<file path="config.mk">
export PLATFORM = sky130hd
export DESIGN_NAME = serial_addsub
export DESIGN_NICKNAME = d
export VERILOG_FILES = /design/src/rtl/serial_addsub.sv
export SDC_FILE = /design/constraint.sdc
export NUM_CORES = 1
export LEC_CHECK = 0
export ABC_CLOCK_PERIOD_IN_PS = 2710
export CELL_PAD_IN_SITES_DETAIL_PLACEMENT = 0
export CELL_PAD_IN_SITES_GLOBAL_PLACEMENT = 2
export CORE_MARGIN = 1.5
export CORE_UTILIZATION = 32
export CTS_CLUSTER_DIAMETER = 60
export CTS_CLUSTER_SIZE = 25
export DETAILED_ROUTE_END_ITERATION = 10
export PLACE_DENSITY = 0.86
export REMOVE_ABC_BUFFERS = 1
export SYNTH_ARGS = -nofsm -noshare
export SYNTH_HDL_FRONTEND = slang
export SYNTH_SLANG_ARGS = --single-unit
</file>
<file path="constraint.sdc">
create_clock -name clk -period 2.71 [get_ports clk]
set_input_delay 0.271 -clock clk [delete_from_list [all_inputs] [get_ports clk]]
set_output_delay 0.271 -clock clk [all_outputs]
set_load 0.1 [all_outputs]
</file>
<file path="src/rtl/serial_addsub.sv">
// Bit-serial adder/subtractor: one full-adder cell per cycle, LSB first.
// Subtraction is a + ~b + 1, with the +1 injected through the carry flop.
module serial_addsub #(
  parameter int WIDTH = 8
) (
  input  logic             clk,
  input  logic             rst,
  input  logic             start,
  input  logic             sub,
  input  logic [WIDTH-1:0] a,
  input  logic [WIDTH-1:0] b,
  output logic             busy,
  output logic             done,
  output logic [WIDTH-1:0] result,
  output logic             cout,
  output logic             overflow,
  output logic             zero
);

  localparam int CW = (WIDTH > 2) ? $clog2(WIDTH) : 1;

  typedef enum logic [1:0] {IDLE, SHIFT, DONE} state_t;

  state_t           state_q, state_d;
  logic [WIDTH-1:0] a_q, a_d, b_q, b_d, acc_q, acc_d;
  logic [WIDTH-1:0] result_q, result_d;
  logic             carry_q, carry_d;
  logic [CW-1:0]    cnt_q, cnt_d;
  logic             cout_q, cout_d, ovf_q, ovf_d, zero_q, zero_d;

  logic sum_bit, cy_next, last_bit, load;

  assign sum_bit  = a_q[0] ^ b_q[0] ^ carry_q;
  assign cy_next  = (a_q[0] & b_q[0]) | (a_q[0] & carry_q) | (b_q[0] & carry_q);
  assign last_bit = (cnt_q == CW'(WIDTH - 1));
  // a new operation may be accepted from IDLE or directly out of DONE
  assign load     = start && (state_q == IDLE || state_q == DONE);

  always_ff @(posedge clk) begin
    if (rst) state_q <= IDLE;
    else     state_q <= state_d;
  end

  always_comb begin
    state_d = state_q;
    case (state_q)
      IDLE:    if (start) state_d = SHIFT;
      SHIFT:   if (last_bit) state_d = DONE;
      DONE:    state_d = start ? SHIFT : IDLE;
      default: state_d = IDLE;
    endcase
  end

  always_comb begin
    busy = (state_q == SHIFT);
    done = (state_q == DONE);
  end

  always_comb begin
    a_d      = a_q;
    b_d      = b_q;
    acc_d    = acc_q;
    carry_d  = carry_q;
    cnt_d    = cnt_q;
    result_d = result_q;
    cout_d   = cout_q;
    ovf_d    = ovf_q;
    zero_d   = zero_q;
    if (load) begin
      a_d     = a;
      b_d     = sub ? ~b : b;
      carry_d = sub;
      cnt_d   = '0;
    end else if (state_q == SHIFT) begin
      a_d     = a_q >> 1;
      b_d     = b_q >> 1;
      acc_d   = {sum_bit, acc_q[WIDTH-1:1]};
      carry_d = cy_next;
      cnt_d   = cnt_q + CW'(1);
      if (last_bit) begin
        result_d = acc_d;
        cout_d   = cy_next;
        // carry_q is the carry into the MSB cell on this final step
        ovf_d    = carry_q ^ cy_next;
        zero_d   = (acc_d == '0);
      end
    end
  end

  always_ff @(posedge clk) begin
    if (rst) begin
      a_q      <= '0;
      b_q      <= '0;
      acc_q    <= '0;
      carry_q  <= 1'b0;
      cnt_q    <= '0;
      result_q <= '0;
      cout_q   <= 1'b0;
      ovf_q    <= 1'b0;
      zero_q   <= 1'b0;
    end else begin
      a_q      <= a_d;
      b_q      <= b_d;
      acc_q    <= acc_d;
      carry_q  <= carry_d;
      cnt_q    <= cnt_d;
      result_q <= result_d;
      cout_q   <= cout_d;
      ovf_q    <= ovf_d;
      zero_q   <= zero_d;
    end
  end

  assign result   = result_q;
  assign cout     = cout_q;
  assign overflow = ovf_q;
  assign zero     = zero_q;

endmodule

</file>
* Word-level counts from Yosys, hierarchy flattened
Index checks and enable logic that the tools add are counted.
Word-level totals: output and inout port bits 13, word-level logic and storage cells 46, flip-flop bits (word level) 41, bits of input ports 20
Operators by class: reduce and logical (&&, ||, !) cells 9, equal/unequal tests 5, muxes and demuxes 11, bitwise gates (word level) 10, $add $sub $neg 1
Operators by type and width (count):
- 8-bit two-way mux | 5
- 8-bit zero test | 1
- 8-bit NOT | 1
- 2-bit case mux with 3 select lines | 1
- 2-bit two-way mux | 2
- 2-bit AND reduction | 2
- 3-bit by 1-bit adder with 3-bit output, second input constant | 1
- 1-bit AND | 3
- 3-bit == test, second input constant | 1
- 1-bit two-way mux | 3
- 3-bit AND reduction | 1
- 1-bit XOR | 3
- 2-bit by 1-bit == test with 1-bit output, second input constant | 1
- 2-bit == test, second input constant | 1
- 2-bit zero test | 1
- 2-bit by 1-bit inequality test with 1-bit output, second input constant | 1
- 2-bit inequality test, second input constant | 1
- 1-bit bitwise OR | 2
- 2-bit nonzero test | 1
- 2-bit OR reduction | 1
- 1-bit logical AND | 1
- 1-bit logical OR | 1
- 1-bit NOT | 1

* Logic depth before layout (Yosys ltp)
Gate-level depths: netlist (run 1).
depth in word-level cells 5, depth in mapped cells 6, depth with buffers taken out 5

* Least setup slack after synthesis (run 1)
Ideal clock, no wire load.
path kind flip-flop to output port, start point register state_q[1], end point output done, slack 0.762 ns, arrival 1.677 ns, required time 2.439 ns, cell stages (with the launch flop) 2, cell sequence dfxtp_1 nor2b_1
Between the ends: longest elaborated chain between the ends 1
RTL lines:
- start, declared | RTL line 24 | state_t state_q, state_d;
- start signal, assigned | RTL line 41 | else state_q <= state_d;
- 2-bit == test | RTL line 56 | done = (state_q == DONE);
- end, declared | RTL line 13 | output logic done,
Every way passes these cells.

* Final worst setup path (run 1)
start point register state_q[0], end point output busy
Between the ends: longest elaborated chain between the ends 1
RTL lines:
- 2-bit by 1-bit == test with 1-bit output | RTL line 55 | busy = (state_q == SHIFT);
- end, declared | RTL line 12 | output logic busy,
Every way passes these cells.

==> flow_summary.ini, run 1 <==
[run_status]
run_status = complete, no violations

[cts]
htreeDepth = 2
post-cts-setup-buffers = 0
cts.sink_count = 40
cts_resized = 0
ctsLongestPathBuffers = 2
holdBufCountCts = 0
cts_tree = built
cts_buffers = 5
clockRootBuffer = clkbuf_8
clk_latency_ns = 0.30
clkTransAtPathRegs_ns = 0.08

[sta]
tns_ns = 0
setup_viol = 0
whs_ns = 0.456
fmax_ghz = 0.510
slew_violations = 0
grt_setup_unrepaired = false
relSlewSlack_pct = 43.8
tightest_slew_ns = 0.843
fin_crit_sh_pct = 72.4
final.min_clock_period_ns = 1.96
clock_skew_ns = 0.0108
hold_violations = 0

[floorplanning]
core_area_sq_mm = 0.00511
fp-row-count = 26
start_util_pct = 33.1
fp.dieW_um = 75.7
fp.dieH_um = 75.7
ios = 33
die-area_sq_mm = 0.00573

[hold_path]
worstHoldStart = result[2]
hp-class = flop to flop

[synthesis]
ys_types = 29
syn_avg_cell_area_sq_um = 8.76
yosysSeqAreaShare_pct = 47.4
syn_area_sq_mm = 0.00169
yosysWarnings = 0
synthCells = 193
synth-seq-cells = 40

[routing]
routed_wl_um = 3370
ant_nets = 0
drcViolationCount = 0
vias = 1368
viasPerCell = 4.72
post_drt_wl_per_cell_um = 11.6
drtPass1Iterations = 4
drtIter0Drc = 41

[global_route]
grt-busiest-layer = met2
grt_pass1_vias = 1232
met3_usage_pct = 3.44
met2_usage_pct = 21.0
met1_usage_pct = 16.4
grt_util_all_layers_pct = 13.1
grt_max_degree = 41
grt_pass1_wl_um = 5580
antenna_found_initial = 0
grt_overflow = 0

[layout]
instances_no_fill = 290
final_common_cell = nand2_1
most-common-layout-cells = nand2_1 (41), dfxtp_1 (40), a21oi_1 (24)
drive_gt1_share_pct = 12.3
syn_to_final_growth_pct = 24.3
multiInputGateArea_sq_um = 762
seq_area_sq_um = 801
stdcell_area_sq_mm = 0.00210
antenna_cells = 0
final_nets = 242
fillers = 547

[critical_path]
cp.arrival_ns = 1.69
worstSetupStartpointType = flop
cp_max_fo = 26
cp_data_required_time_ns = 2.44
critPathLaunch = state_q[0]
critPathKind = flop to primary output
rr_startpoint = state_q[1]
endpoint_kind = primary output

[run]
cap_violations = 0

[pwr]
ir_worst_vdd_mv = 0.290
power.density_mw_per_mm2 = 615
combPwrFrac_pct = 13.2
switchingPower_uw = 327
p_int_uw = 966
clkPwrFrac_pct = 37.9
swShare_pct = 25.3
p_leak_uw = 0.000762
share_seq_of_total_power_pct = 49.0

[placement]
portBuffers = 32
gp_congestion = 0.720
dp.final_hpwl_um = 2140
place_area_sq_mm = 0.00199
dp_cells = 282
[kinds of logic (layout without fill, tap and decap cells)]
logic type / after synthesis / after routing / share of synthesized area [%]
AO/OA/AOI/OAI: 41 / 41 / 14.7
XOR/XNOR: 10 / 10 / 5.18
buffers and inverters: 17 / 44 / 7.55
flip-flops: 40 / 40 / 47.4
multiplexers: 2 / 2 / 1.18
adder cells (fa/ha/maj): 3 / 3 / 2.66
AND/OR/NAND/NOR: 80 / 80 / 21.3
[registers in the layout, indices dropped and copies added (netlist names)]
name	flops
a_q	8
acc_q	7
b_q	8
carry_q	1
cnt_q	3
cout	1
overflow	1
result	8
state_q	2
zero	1
[metal layers]
| metal | vias up | part of all wire, % |
|---|---|---|
| li1 | 710 | - |
| met1 | 619 | 49 |
| met2 | 32 | 44 |
| met3 | 7 | 4.9 |
| met4 | 0 | 1.9 |
| met5 | - | 0 |
[critical path, cell delays in order (launching register included)]
cell      delay [ns]
dfxtp_1         0.39
nand2b_1        0.47
inv_12          0.33
buf_12          0.20
[worst paths after layout]
| check | end | slack, ns | cells past startpoint |
|---|---|---|---|
| min | result[2] | 0.46 | 2 |
| min reg2reg | result[2] | 0.46 | 2 |
| max reg2reg | b_q[0] | 1.06 | 4 |
| max | busy | 0.75 | 3 |
[metrics by stage]
| step | setup slack [ns] | utilization [%] | power, uW |
|---|---|---|---|
| 2_1_floorplan | 0.762 | - | 744 |
| 3_3_place_gp | 0.982 | 39.0 | 820 |
| 3_5_place_dp | 0.940 | 39.0 | 820 |
| 4_1_cts | 0.695 | 41.1 | 1310 |
| 5_1_grt | 0.644 | 41.1 | 1350 |
| 6_report | 0.748 | 41.1 | 1290 |
[synthesized netlist by cell type, drive strengths merged]
master / n / area share (%)
nand2: 41 / 9.1
nand3b: 1 / 0.44
mux2i: 2 / 1.2
nand2b: 2 / 0.74
a211oi: 1 / 0.44
nor4: 2 / 0.74
a22oi: 5 / 2.2
clkbuf: 4 / 0.89
nand3: 8 / 2.4
inv: 1 / 0.96
nor3: 17 / 5.3
a311oi: 3 / 1.9
o22ai: 7 / 2.6
dfxtp: 40 / 47
nor2: 6 / 1.3
and3b: 1 / 0.52
xnor2: 2 / 1.0
o21a: 1 / 0.44
buf: 12 / 5.7
xor2: 8 / 4.1
fa: 1 / 1.2
nor2b: 2 / 0.74
a21oi: 24 / 7.1
ha: 2 / 1.5
[area by class of cell]
| class | count | area share, % |
|---|---|---|
| clock buffers | 5 | 3.28 |
| multi-input cells | 136 | 36.3 |
| well taps | 70 | 4.17 |
| inverters | 1 | 0.774 |
| flip-flops and latches | 40 | 38.1 |
| clock inverters | 3 | 2.03 |
| repair buffers | 35 | 15.4 |
[power groups by stage]
stage / registers, uW / clock network [uW] / logic [uW]
final: 633 / 489 / 171
after floorplan: 643 / 0 / 102
after detailed placement: 647 / 0 / 174
after CTS: 633 / 504 / 174
after global routing: 636 / 524 / 189
after global placement: 647 / 0 / 173
No activity file was read; power rests on OpenSTA's default activity.
==> inputs of run 2 (changes only) <==
Settings changed: ABC_CLOCK_PERIOD_IN_PS 2710 to 1600, CORE_UTILIZATION 32 to 27, PLACE_DENSITY 0.86 to 0.78.
Clock period 2.71 ns to 1.6 ns, I/O delays scaled along.
==> run 2 against run 1 <==
Effect of this change: clock power rose by 68%; final cell count rose by 3.1%; worst hold slack got worse by 0.045 ns; combinational power rose by 81%; count of clock-buffer cells in the layout did not move; critical path depth rose by 1; sequential share of layout area fell by 3.3 points; die area rose by 18%; wire length rose by 6.8%; global-route usage fell by 1.2 points; design area rose by 9.5%.
==> flow_summary.ini, run 2 (synthesis gave the netlist of run 1 again) <==
[hold_path]
hp-class = input pin to flop
worstHoldStart = a[7]
hold_end = a_q[7]
whs_path_depth = 3

[placement]
post-place-ws_ns = 0.130
portBuffers = 32
place_area_sq_mm = 0.00219
dp_cells = 291
dp.final_hpwl_um = 2310
gp_congestion = 0.681

[pwr]
swShare_pct = 25.2
switchingPower_uw = 555
p_int_uw = 1650
power.density_mw_per_mm2 = 958
combPwrFrac_pct = 14.0
clkPwrFrac_pct = 37.3
share_seq_of_total_power_pct = 48.7
ir_worst_vdd_mv = 0.452
p_leak_uw = 0.000817

[critical_path]
cp_data_required_time_ns = 1.44
endpoint_kind = primary output
worstSetupStartpointType = flop
cp_max_fo = 26
rr_startpoint = cnt_q[0]
ff2ff_path_depth = 5
rr_endpoint = result[0]
cp.arrival_ns = 1.32
r2r_setup_slack_ns = 0.14
critPathKind = flop to primary output

[routing]
drtIter0Drc = 68
vias = 1399
viasPerCell = 4.68
drcViolationCount = 0
post_drt_wl_per_cell_um = 12.1
routed_wl_um = 3600
drtPass1Iterations = 4
ant_nets = 0

[layout]
instances_no_fill = 299
fin_util_pct = 38.4
antenna_cells = 0
most-common-layout-cells = nand2_1 (41), dfxtp_1 (39), a21oi_1 (24)
syn_to_final_growth_pct = 36.1
drive_gt1_share_pct = 14.3
final_common_cell = nand2_1
final_nets = 246
stdcell_area_sq_mm = 0.00230

[sta]
fin_crit_sh_pct = 92.8
clock_skew_ns = 0.00769
whs_ns = 0.411
grt_setup_unrepaired = false
final.min_clock_period_ns = 1.48
tightest_slew_ns = 0.499
hold_violations = 0
fmax_ghz = 0.674
slew_violations = 0
worst_slack_ns = 0.116
relSlewSlack_pct = 66.6
setup_viol = 0

[floorplanning]
core_area_sq_mm = 0.00599
fp-row-count = 28
fp.dieH_um = 82.1
start_util_pct = 28.2
die-area_sq_mm = 0.00674
ios = 33
fp.dieW_um = 82.1

[cts]
clockRootBuffer = clkbuf_8
cts.sink_count = 40
htreeDepth = 2
holdBufCountCts = 0
clkTransAtPathRegs_ns = 0.08
clk_latency_ns = 0.30
cts_resized = 0
post-cts-setup-buffers = 0
cts_tree = built
cts_buffers = 5
ctsLongestPathBuffers = 2

[global_route]
grt_overflow = 0
grt_pass1_wl_um = 6110
grt_max_degree = 41
grt_util_all_layers_pct = 11.8
grt_pass1_vias = 1324
antenna_found_initial = 0

[run_status]
run_status = complete, no violations

[run]
cap_violations = 0
run 2: changes by cell type in the layout (fill, tap and decap cells not counted):
cell     before  now
buf_12        1   14
buf_4        15    6
dfxtp_1      40   39
dfxtp_2       0    1
run 2: worst max-delay path by stage:
stage	slack (ns)	from	endpoint	cells past startpoint
final	0.12	state_q[1]	busy	4
after global routing	0.001	cnt_q[0]	result[5]	5
after CTS	0.07	state_q[0]	busy	4
after detailed placement	0.13	cnt_q[0]	overflow	5
after global placement	0.19	cnt_q[0]	zero	5
after floorplan	-0.24	state_q[1]	done	1
run 2: stage by stage:
step                TNS, ns  total power [uW]
floorplan            -0.481              1260
global placement          0              1400
detailed placement        0              1410
CTS                       0              2240
global route              0              2300
finish                    0              2200
run 2: worst max-delay path, cell delays in order (launching register included):
cell and delay, ns:
dfxtp_1 0.34, nand2b_1 0.16, buf_4 0.19, inv_12 0.14, buf_12 0.19
run 2: power by group through the flow:
| stage | Combinational [uW] | Sequential (uW) | Clock, uW |
|---|---|---|---|
| after floorplan | 172 | 1090 | 0 |
| after global placement | 311 | 1090 | 0 |
| after detailed placement | 311 | 1100 | 0 |
| after CTS | 313 | 1070 | 855 |
| after global routing | 339 | 1080 | 877 |
| final | 309 | 1070 | 822 |
run 2: routing by layer:
| layer | vias to the layer above | GRT usage [%] | part of all wire (%) |
|---|---|---|---|
| met5 | - | 0 | 0 |
| met4 | 0 | 4.58 | 1.5 |
| met3 | 7 | 3.41 | 5.3 |
| met2 | 37 | 19.2 | 46 |
| met1 | 633 | 14.7 | 48 |
| li1 | 722 | - | - |
run 2: cell type report:
| type | instances | area (sq um) |
|---|---|---|
| Sequential cell | 40 | 802 |
| Inverter | 1 | 16.3 |
| Clock inverter | 3 | 42.5 |
| Multi-Input combinational cell | 136 | 762 |
| Clock buffer | 5 | 68.8 |
| Tap cell | 75 | 93.8 |
| Fill cell | 597 | 3690 |
| Timing Repair Buffer | 39 | 515 |
